<file path="config.mk">
export PLATFORM = sky130hd
export DESIGN_NAME = regfile_mp
export DESIGN_NICKNAME = d
export VERILOG_FILES = /design/src/rtl/regfile_mp_pkg.sv /design/src/rtl/regfile_clear_fsm.sv /design/src/rtl/regfile_mp.sv
export SDC_FILE = /design/constraint.sdc
export NUM_CORES = 1
export LEC_CHECK = 0
export CORE_AREA = 2 2 105 107
export DETAILED_ROUTE_END_ITERATION = 8
export DIE_AREA = 0 0 107 109
export GPL_TIMING_DRIVEN = 1
export SETUP_SLACK_MARGIN = 0.05
export SLEW_MARGIN = 10
export SYNTH_ARGS = -nofsm -noshare
export SYNTH_HDL_FRONTEND = slang
export SYNTH_SLANG_ARGS = --single-unit
export TNS_END_PERCENT = 5
</file>
<file path="constraint.sdc">
create_clock -name clk -period 2.58 [get_ports clk]
set_input_delay 0.516 -clock clk [delete_from_list [all_inputs] [get_ports clk]]
set_output_delay 0.516 -clock clk [all_outputs]
set_load 0.01 [all_outputs]
</file>
<file path="src/rtl/regfile_mp_pkg.sv">
// Shared types and default sizes for the multi-read-port register file.
package regfile_mp_pkg;

  localparam int DATA_W_DEF = 8;
  localparam int ADDR_W_DEF = 3;
  localparam int DEPTH_DEF  = 8;
  localparam int NUM_RD_DEF = 2;

  typedef enum logic [1:0] {
    IDLE  = 2'd0,
    CLEAR = 2'd1,
    DONE  = 2'd2
  } clr_state_t;

endpackage

</file>
<file path="src/rtl/regfile_clear_fsm.sv">
// Bulk-clear sequencer: walks ptr over 0..DEPTH-1 issuing one zero-write per cycle.
// State is exported on `state` so checkers can observe the sequencer directly.
module regfile_clear_fsm
  import regfile_mp_pkg::*;
#(
  parameter int ADDR_W = ADDR_W_DEF,
  parameter int DEPTH  = DEPTH_DEF
) (
  input  logic              clk,
  input  logic              rst_n,
  input  logic              clr_req,
  output logic              clr_busy,
  output logic              clr_done,
  output logic              wr_ready,
  output logic              clr_we,
  output logic [ADDR_W-1:0] clr_addr,
  output clr_state_t        state
);

  localparam logic [ADDR_W-1:0] LAST = ADDR_W'(DEPTH - 1);

  clr_state_t        state_d;
  logic [ADDR_W-1:0] ptr;
  logic [ADDR_W-1:0] ptr_d;

  always_ff @(posedge clk or negedge rst_n) begin
    if (!rst_n) begin
      state <= IDLE;
      ptr   <= '0;
    end else begin
      state <= state_d;
      ptr   <= ptr_d;
    end
  end

  // ptr stops at DEPTH-1 and is re-armed to 0, so it never indexes past the array.
  always_comb begin
    state_d = state;
    ptr_d   = ptr;
    clr_we  = 1'b0;
    case (state)
      IDLE: begin
        if (clr_req) begin
          state_d = CLEAR;
          ptr_d   = '0;
        end
      end
      CLEAR: begin
        clr_we = 1'b1;
        if (ptr == LAST) begin
          state_d = DONE;
          ptr_d   = '0;
        end else begin
          ptr_d = ptr + 1'b1;
        end
      end
      DONE: begin
        state_d = IDLE;
      end
      default: begin
        state_d = IDLE;
        ptr_d   = '0;
      end
    endcase
  end

  assign clr_addr = ptr;
  assign clr_busy = (state != IDLE);
  assign clr_done = (state == DONE);
  assign wr_ready = (state == IDLE);

endmodule

</file>
<file path="src/rtl/regfile_mp.sv">
// Parametrised register file with NUM_RD combinational read ports and a bulk-clear engine.
// Optional same-cycle write-to-read forwarding is enabled by defining REGFILE_MP_BYPASS_EN.
module regfile_mp
  import regfile_mp_pkg::*;
#(
  parameter int DATA_W = DATA_W_DEF,
  parameter int ADDR_W = ADDR_W_DEF,
  parameter int DEPTH  = DEPTH_DEF,
  parameter int NUM_RD = NUM_RD_DEF
) (
  input  logic                     clk,
  input  logic                     rst_n,
  input  logic                     wr_en,
  input  logic [ADDR_W-1:0]        wr_addr,
  input  logic [DATA_W-1:0]        wr_data,
  output logic                     wr_ready,
  input  logic [NUM_RD*ADDR_W-1:0] rd_addr,
  output logic [NUM_RD*DATA_W-1:0] rd_data,
  input  logic                     clr_req,
  output logic                     clr_busy,
  output logic                     clr_done
);

  // Write handshake: a write transfers on a rising edge where wr_en && wr_ready;
  // wr_en may be held while wr_ready is low, but nothing is queued meanwhile.
  localparam logic [ADDR_W:0] DEPTH_LIM = (ADDR_W + 1)'(DEPTH);

  logic [DATA_W-1:0] mem [DEPTH];
  logic              clr_we;
  logic [ADDR_W-1:0] clr_addr;
  clr_state_t        clr_state;
  logic              wr_ok;
  logic              wr_fire;

  regfile_clear_fsm #(
    .ADDR_W(ADDR_W),
    .DEPTH (DEPTH)
  ) u_clear_fsm (
    .clk     (clk),
    .rst_n   (rst_n),
    .clr_req (clr_req),
    .clr_busy(clr_busy),
    .clr_done(clr_done),
    .wr_ready(wr_ready),
    .clr_we  (clr_we),
    .clr_addr(clr_addr),
    .state   (clr_state)
  );

  assign wr_ok   = ({1'b0, wr_addr} < DEPTH_LIM);
  assign wr_fire = wr_en && wr_ready && wr_ok;

  // Clear writes and user writes never coincide: clr_we only occurs while wr_ready is low.
  always_ff @(posedge clk or negedge rst_n) begin
    if (!rst_n) begin
      for (int i = 0; i < DEPTH; i++) begin
        mem[i] <= '0;
      end
    end else if (clr_we) begin
      mem[clr_addr] <= '0;
    end else if (wr_fire) begin
      mem[wr_addr] <= wr_data;
    end
  end

  for (genvar g = 0; g < NUM_RD; g++) begin : g_rd
    logic [ADDR_W-1:0] ra;
    logic              ra_ok;
    logic [DATA_W-1:0] stored;

    assign ra     = rd_addr[g*ADDR_W +: ADDR_W];
    assign ra_ok  = ({1'b0, ra} < DEPTH_LIM);
    assign stored = ra_ok ? mem[ra] : '0;
`ifdef REGFILE_MP_BYPASS_EN
    // rst_n gate keeps rd_data at zero while reset is held, even with wr_en high.
    assign rd_data[g*DATA_W +: DATA_W] = (rst_n && wr_fire && (wr_addr == ra)) ? wr_data : stored;
`else
    assign rd_data[g*DATA_W +: DATA_W] = stored;
`endif
  end

  clear_we_only_in_clear: assert property (
    @(posedge clk) disable iff (!rst_n) clr_we |-> (clr_state == CLEAR)
  );

endmodule

</file>
## Word-level counts from Yosys, hierarchy flattened

Cells that the tools add are included.

| storage, ports and cells | value |
|---|---|
| input port bits | 21 |
| register bits | 69 |
| output and inout port bits | 19 |

| cells by class | value |
|---|---|
| bitwise logic cells | 7 |
| add/sub/neg operators | 1 |
| reductions and logical operators | 8 |
| multiplexer cells | 20 |
| equal/unequal tests | 5 |
| $lt $le $gt $ge | 6 |

Operator list:

| operator | number |
|---|---|
| $mux 64 | 2 |
| $and 64x64->64 | 1 |
| $bwmux 64 | 1 |
| $not 64->64 | 1 |
| $bmux 8 s3 | 2 |
| $demux 8 s3 | 2 |
| $mux 8 | 6 |
| $ge 4x4->1 const B | 4 |
| $not 3->4 | 4 |
| $pmux 3 s3 | 1 |
| $lt 4x1->1 const B | 2 |
| $mux 3 | 2 |
| $mux 2 | 2 |
| $ne 2x1->1 const B | 2 |
| $pmux 2 s2 | 1 |
| $reduce_and 2->1 | 2 |
| $reduce_bool 2->1 | 2 |
| $add 3x1->3 const B | 1 |
| $eq 3x3->1 const B | 1 |
| $logic_and 1x1->1 | 3 |
| $eq 2x1->1 const B | 1 |
| $eq 2x2->1 const B | 1 |
| $logic_not 2->1 | 1 |
| $mux 1 | 1 |
| $not 1->1 | 1 |

## Logic depth before layout (Yosys ltp)

Gate-level depths: netlist (run 1).

| logic depth | value |
|---|---|
| depth in word-level cells | 8 |
| mapped depth | 5 |
| gate-level depth less buffers | 5 |

## Modules after synthesis

From an unflattened synthesis (run 1), not the netlist that was laid out.

| unflattened totals | value |
|---|---|
| cell total of the unflattened synthesis | 314 |
| area, all modules | 4093.9 sq um |

Modules (own cells, without submodules):

| module | area each (sq um) | cells each | instances |
|---|---|---|---|
| regfile_mp | 3833.7 | 292 | 1 |
| regfile_clear_fsm | 260.2 | 22 | 1 |

## Least setup slack after synthesis (run 1)

Ideal clock, no wire load.

| path | value |
|---|---|
| kind | input port to output port |
| from | input rd_addr[0] |
| to | output rd_data[0] |
| arrival | 1.840 ns |
| required time | 2.064 ns |
| stages on the path | 4 |
| slack | 0.224 ns |
| path through | buf_2 > buf_2 > mux4_2 > mux2_2 |

| between the ends | value |
|---|---|
| cells in the longest elaborated chain, start to end | 4 |

Ends and longest elaborated chain:

| what | line | source |
|---|---|---|
| from (decl) | regfile_mp.sv:17 | `input logic [NUM_RD*ADDR_W-1:0] rd_addr,` |
| $not 3->4 (implied by the code) | regfile_mp.sv:73 | `assign stored = ra_ok ? mem[ra] : '0;` |
| $bmux 8 s3 | regfile_mp.sv:73 |  |
| $mux 8 (implied by the code) (2 in a row) | regfile_mp.sv:73 |  |
| to (decl) | regfile_mp.sv:18 | `output logic [NUM_RD*DATA_W-1:0] rd_data,` |

No other way between the ends. The select of a mux whose other input is x is not followed.

## Worst setup path after layout (run 1)

| path | value |
|---|---|
| from | input rd_addr[3] |
| to | output rd_data[15] |

The elaborated chain is that of the path after synthesis.

==> flow_summary.yaml, run 1 <==
outcome:
  status: "finished, final reports clean"
sta:
  fmax_ghz: 0.4047
  worst_slew_pin_slew_ns: 1.288
  layout_worst_path_cycle_share_pct: 95.78
  finalWorstSetupSlack_ns: 0.1089
  setup_viol: 0
  finalMaxSlewViolations: 0
  skew_ns: 0.009543
  layout_min_cycle_time_ns: 2.471
  slew_headroom_pct: 14.14
  rsz0062_at_grt: "no"
  hold_violations: 0
die:
  initial_core_util_pct: 34.27
  core_region_area_um2: 10600
  num_io_pins: 40
  die_w_um: 107
  row_count: 38
  die_y_um: 109
  die_area_um2: 11660
logic_synthesis:
  synth-seq-cells: 69
  yosysWarnings: 0
  synthCells: 250
  synth.yosys.seq_area_share_pct: 47.52
  synth_nets: 273
  ys_types: 29
  syn_area_per_cell_um2: 14.53
  syn_area_um2: 3633
layout:
  diodes: 0
  fill_cells: 998
  multi_input_area_um2: 1805
  fin_util_pct: 42.47
  fin_cells: 441
  layout.nets: 319
  layout-drive-gt1-share_pct: 30.56
  area_growth_pct: 23.93
  post-route-cell-area_um2: 4503
  final-seq-area_um2: 1727
route:
  drt_iter0_drc: 172
  post_drt_wl_per_cell_um: 24.89
  drc_errors: 0
  postRouteAntennaNets: 0
  drt_first_pass_iters: 5
  drt-total-wl_um: 10980
  vias_per_cell: 6.052
  num_vias: 2669
placement:
  dpl-instance-area_um2: 4299
  gp_congestion: 0.8391
  io_buffers: 39
  dp_hpwl_um: 7124
  dp.cells: 423
  post-place-ws_ns: -0.4728
worst_setup_path:
  critPathMaxFanout: 8
  worstSetupStartpointType: "input port"
  reg2reg_depth: 3
  worstSetupPathType: "input port to primary output"
  cp.arrival_ns: 1.96
  crit_required_ns: 2.06
  endpoint_kind: "primary output"
clock_tree:
  cts_tree: "done"
  path_clk_slew_ns: 0.08
  cts_setup_buffers: 0
  clk_path_buf_depth: 2
  htree_levels: 3
  cts_root_buffer: "clkbuf_8"
  clock_latency_ns: 0.36
  postCtsHoldBufs: 0
  cts_buffers: 9
  cts_sinks: 69
global_route:
  grt_max_degree: 41
  groute.layer.met1.usage_pct: 26.93
  met2_usage_pct: 31.35
  grt.total_usage_pct: 20.29
  grt_pass1_vias: 2836
  overflow: 0
  met3_usage_pct: 6.276
  grt.busiest_layer: "met2"
  grt_pass1_wl_um: 17040
  antenna_found_initial: 0
power:
  finalPower_uw: 4047
  peakVddDrop_mv: 0.4127
  cellPowerDensity_nw_per_um2: 898.6
  leakagePower_uw: 0.002012
min_path:
  hold_path.class: "input port to async pin"
job:
  maxCapViolations: 0
## worst max-delay path, cell delays in order
cell           delay (ns)
clkbuf_4             0.17
buf_12               0.16
mux4_2               0.50
mux2_2               0.31
dlygate4sd2_1        0.29
## state kept, by name (all words and copies together) (netlist names)
register	cells
mem	64
u_clear_fsm.clr_addr	3
u_clear_fsm.state	2
## cells in the final DEF, fill, tap and decap left out, types with 2 or more instances in the layout
master | netlist | routed
clkinv_4 | 0 | 2
nor2_4 | 3 | 3
mux2_2 | 16 | 16
inv_1 | 3 | 3
dlygate4sd2_1 | 0 | 18
clkinvlp_4 | 0 | 2
nor2b_1 | 5 | 5
mux4_2 | 32 | 32
a22oi_1 | 6 | 6
dfrtp_1 | 69 | 69
clkbuf_8 | 0 | 9
a22o_1 | 66 | 66
clkdlybuf4s50_1 | 0 | 18
buf_16 | 0 | 2
and2_1 | 2 | 2
buf_2 | 6 | 2
buf_4 | 0 | 9
nand2b_1 | 2 | 2
ha_1 | 2 | 2
clkinv_2 | 0 | 2
nor2_1 | 8 | 8
buf_12 | 0 | 6
## power breakdown
| part | internal [µW] | leakage [µW] | total (µW) | switching, µW |
|---|---|---|---|---|
| Sequential | 1430 | 0.000942 | 1740 | 314 |
| Clock | 351 | 0.0000856 | 805 | 453 |
| Combinational | 821 | 0.000985 | 1500 | 679 |
## metal layers
metal  share of wire [%]  wire, µm  up-vias
met5                   0         0        -
met4                 3.2       346        0
met3                 9.6      1056       34
met2                  45      4990      165
met1                  42      4581     1354
li1                    -         -     1116
## cell usage after synthesis
| library cell | instances | area [µm²] |
|---|---|---|
| mux2i_1 | 1 | 10.01 |
| nor3b_1 | 1 | 7.510 |
| nand2_1 | 1 | 3.750 |
| a2bb2oi_1 | 1 | 8.760 |
| nor3_4 | 1 | 16.27 |
| nand2b_1 | 2 | 12.51 |
| nor2_1 | 8 | 30.03 |
| ha_1 | 2 | 25.02 |
| mux2_2 | 16 | 180.2 |
| dfrtp_1 | 69 | 1727 |
| a21oi_1 | 1 | 5.000 |
| nor2_4 | 3 | 33.78 |
| and3b_1 | 1 | 8.760 |
| a22oi_1 | 6 | 45.04 |
| nor3_1 | 1 | 5.000 |
| buf_2 | 6 | 30.03 |
| a32oi_1 | 1 | 8.760 |
| nand4bb_1 | 1 | 11.26 |
| a32o_1 | 1 | 10.01 |
| buf_1 | 10 | 37.54 |
| and4bb_2 | 1 | 12.51 |
| mux4_2 | 32 | 720.7 |
| or4b_4 | 1 | 13.76 |
| inv_1 | 3 | 11.26 |
| and2_1 | 2 | 12.51 |
| nor2b_1 | 5 | 31.28 |
| a22o_1 | 66 | 578.1 |
| clkbuf_1 | 6 | 22.52 |
| nor4b_2 | 1 | 15.01 |
## area by class of cell
| type | count | share of cell area (%) |
|---|---|---|
| multi-input cells | 156 | 40.09 |
| clock inverters | 7 | 1.139 |
| repair buffers | 57 | 13.53 |
| inverters | 3 | 0.2501 |
| flip-flops and latches | 69 | 38.34 |
| clock buffers | 9 | 2.751 |
| well taps | 140 | 3.890 |
## cell families (layout without fill, tap and decap cells)
| kind of cell | Yosys count | in the layout | share of synthesized area (%) |
|---|---|---|---|
| adders and majority gates | 2 | 2 | 0.6886 |
| muxes | 49 | 49 | 25.07 |
| DFF | 69 | 69 | 47.52 |
| AOI/OAI and AO/OA | 76 | 76 | 18.04 |
| and+or+nand+nor | 29 | 29 | 5.888 |
| buffers and inverters | 25 | 76 | 2.789 |
## metrics by stage
| stage | TNS (ns) | hold slack [ns] |
|---|---|---|
| floorplan | 0 | 0.2204 |
| finish | 0 | 0.2106 |
| global placement | -7.347 | 0.4946 |
| detailed placement | -7.314 | 0.4945 |
| CTS | 0 | 0.2223 |
| global route | 0 | 0.2592 |
## path summary, 6_finish.rpt
check                                     start          end  slack (ns)
max in group asynchronous                 rst_n      mem[47]        1.68
min reg2reg                             mem[13]      mem[13]        0.52
max reg2reg                u_clear_fsm.state[0]      mem[23]        0.37
min in group clk                        mem[13]      mem[13]        0.52
max                                  rd_addr[3]  rd_data[15]        0.11
min                                       rst_n      mem[24]        0.21
## timing repair
item                       in CTS  in global routing
gates resized for setup        31                  1
setup endpoints to repair      16                  1
cloned                          2                  0
pin swaps                       0                  0
Note: power is estimated with default switching activity, not from simulation.
==> run 2: changes to the inputs <==
--- a/config.mk
+++ b/config.mk
@@ -5,6 +5,7 @@
 export SDC_FILE = /design/constraint.sdc
 export NUM_CORES = 1
 export LEC_CHECK = 0
+export CAP_MARGIN = 20
 export CORE_AREA = 2 2 105 107
 export DETAILED_ROUTE_END_ITERATION = 8
 export DIE_AREA = 0 0 107 109
==> run 2 against run 1 <==
Compared with the run above: sequential share of layout area shrank 0.064 points; utilization grew 0.071 points; first-iteration DRC count shrank 5.8%; highest routed layer unchanged; hold slack lost 0.0030 ns; fmax grew 0.18%; critical endpoint is now rd_data[7]; combinational power is essentially flat; sequential power is essentially flat; via count grew 0.26%; cell count grew 0.23%; die area is the same; clock power is essentially flat.
==> flow_summary.yaml, run 2 (synthesis results as in run 1) <==
outcome:
  status: "finished, final reports clean"
sta:
  layout_worst_path_cycle_share_pct: 95.61
  slew_headroom_pct: 13.92
  rsz0062_at_grt: "no"
  setup_viol: 0
  skew_ns: 0.009538
  whs_ns: 0.2076
  worst_slew_pin_slew_ns: 1.291
  fmax_ghz: 0.4054
  layout_min_cycle_time_ns: 2.467
  setup_tns_ns: 0
  hold_violations: 0
  finalMaxSlewViolations: 0
route:
  drt_iter0_drc: 162
  vias_per_cell: 6.054
  post_drt_wl_per_cell_um: 24.70
  postRouteAntennaNets: 0
  num_vias: 2676
  drc_errors: 0
  drt-total-wl_um: 10920
  drt_first_pass_iters: 4
placement:
  io_buffers: 39
  dp.cells: 423
  dp_hpwl_um: 7124
  gp_congestion: 0.8391
power:
  finalPower_uw: 4049
  p_comb_share_pct: 37.2
  peakVddDrop_mv: 0.4150
  internal-power_uw: 2604
  power_switching_uw: 1445
  clock_power_share_pct: 19.8
  switching_share_pct: 35.69
  cellPowerDensity_nw_per_um2: 897.7
  leakagePower_uw: 0.002016
  power_frac_seq_pct: 43.0
clock_tree:
  postCtsHoldBufs: 0
  clock_latency_ns: 0.36
  htree_levels: 3
  cts_setup_buffers: 0
  cts_buffers: 9
  path_clk_slew_ns: 0.08
  cts_root_buffer: "clkbuf_8"
  cts_tree: "done"
  cts_sinks: 69
  clk_path_buf_depth: 2
global_route:
  antenna_found_initial: 0
  overflow: 0
  grt.total_usage_pct: 20.29
  grt_pass1_wl_um: 17040
  grt_pass1_vias: 2836
  grt_max_degree: 41
die:
  num_io_pins: 40
  row_count: 38
  core_region_area_um2: 10600
  die_y_um: 109
  die_w_um: 107
  initial_core_util_pct: 34.27
  die_area_um2: 11660
worst_setup_path:
  endpoint_kind: "primary output"
  crit_required_ns: 2.06
  worstSetupStartpointType: "input port"
  worstSetupPathType: "input port to primary output"
  critPathLaunch: "rd_addr[0]"
  r2r_start: "u_clear_fsm.state[0]"
  cp.arrival_ns: 1.95
  critPathMaxFanout: 8
layout:
  final_cell_mix: "69 x dfrtp_1, 66 x a22o_1, 32 x mux4_2"
  final_common_cell: "dfrtp_1"
  area_growth_pct: 24.14
  diodes: 0
  fin_cells: 442
  largest_register: "mem"
  largest_reg_flops: 64
  layout.nets: 320
  layout-drive-gt1-share_pct: 30.79
min_path:
  hold_path.class: "input port to async pin"
job:
  maxCapViolations: 0
-- run 2: changes by cell type in the layout (fill, tap and decap cells not counted), sizes merged --
| cell | previous run | this run |
|---|---|---|
| buf | 20 | 21 |
-- run 2: cell type report --
| class | instances | area [µm²] |
|---|---|---|
| clock inverters | 7 | 51.30 |
| flip-flops and latches | 69 | 1727 |
| well taps | 140 | 175.2 |
| inverters | 3 | 11.26 |
| fillers | 999 | 6092 |
| multi-input cells | 156 | 1805 |
| repair buffers | 58 | 616.8 |
| clock buffers | 9 | 123.9 |
-- run 2: worst paths after layout --
path	slack, ns	depth (start not counted)	endpoint
min in group clk	0.52	1	mem[13]
worst min register to register	0.52	1	mem[13]
worst max-delay path	0.11	5	rd_data[7]
worst max register to register	0.37	3	mem[23]
worst min-delay path	0.21	1	mem[24]
max in group asynchronous	1.68	2	mem[47]
-- run 2: critical path, cell delays in order --
cell	delay, ns
buf_2	0.16
buf_12	0.16
mux4_2	0.50
mux2_2	0.30
dlygate4sd2_1	0.29
-- run 2: stage by stage --
stage | area [µm²] | setup slack (ns) | utilization (%)
3_5_place_dp | 4299 | -0.4728 | 40.55
5_1_grt | 4511 | 0.06686 | 42.54
2_1_floorplan | 3633 | 0.2238 | -
3_3_place_gp | 4299 | -0.4743 | 40.55
4_1_cts | 4501 | 0.08324 | 42.45
6_report | 4511 | 0.1133 | 42.54
-- run 2: metal layers --
metal / GRT usage, % / wire length [µm] / up-vias / share of wire (%)
met5: 0 / 0 / - / 0
met4: 7.885 / 369 / 0 / 3.4
met3: 6.276 / 1022 / 35 / 9.4
met2: 31.35 / 4908 / 153 / 45
met1: 26.93 / 4618 / 1367 / 42
li1: - / - / 1121 / -
-- run 2: repair_timing --
action,4_1_cts,5_1_grt
endpoints found under the setup margin,16,1
pin swaps,0,0
gates cloned,2,0
resized for setup,31,1
-- run 2: power groups by stage --
stage               clock (µW)  sequential, µW  combinational, µW
floorplan                    0            1620               1020
global placement             0            1730               1510
detailed placement           0            1750               1540
CTS                        818            1730               1500
global route               866            1790               1620
finish                     802            1740               1500
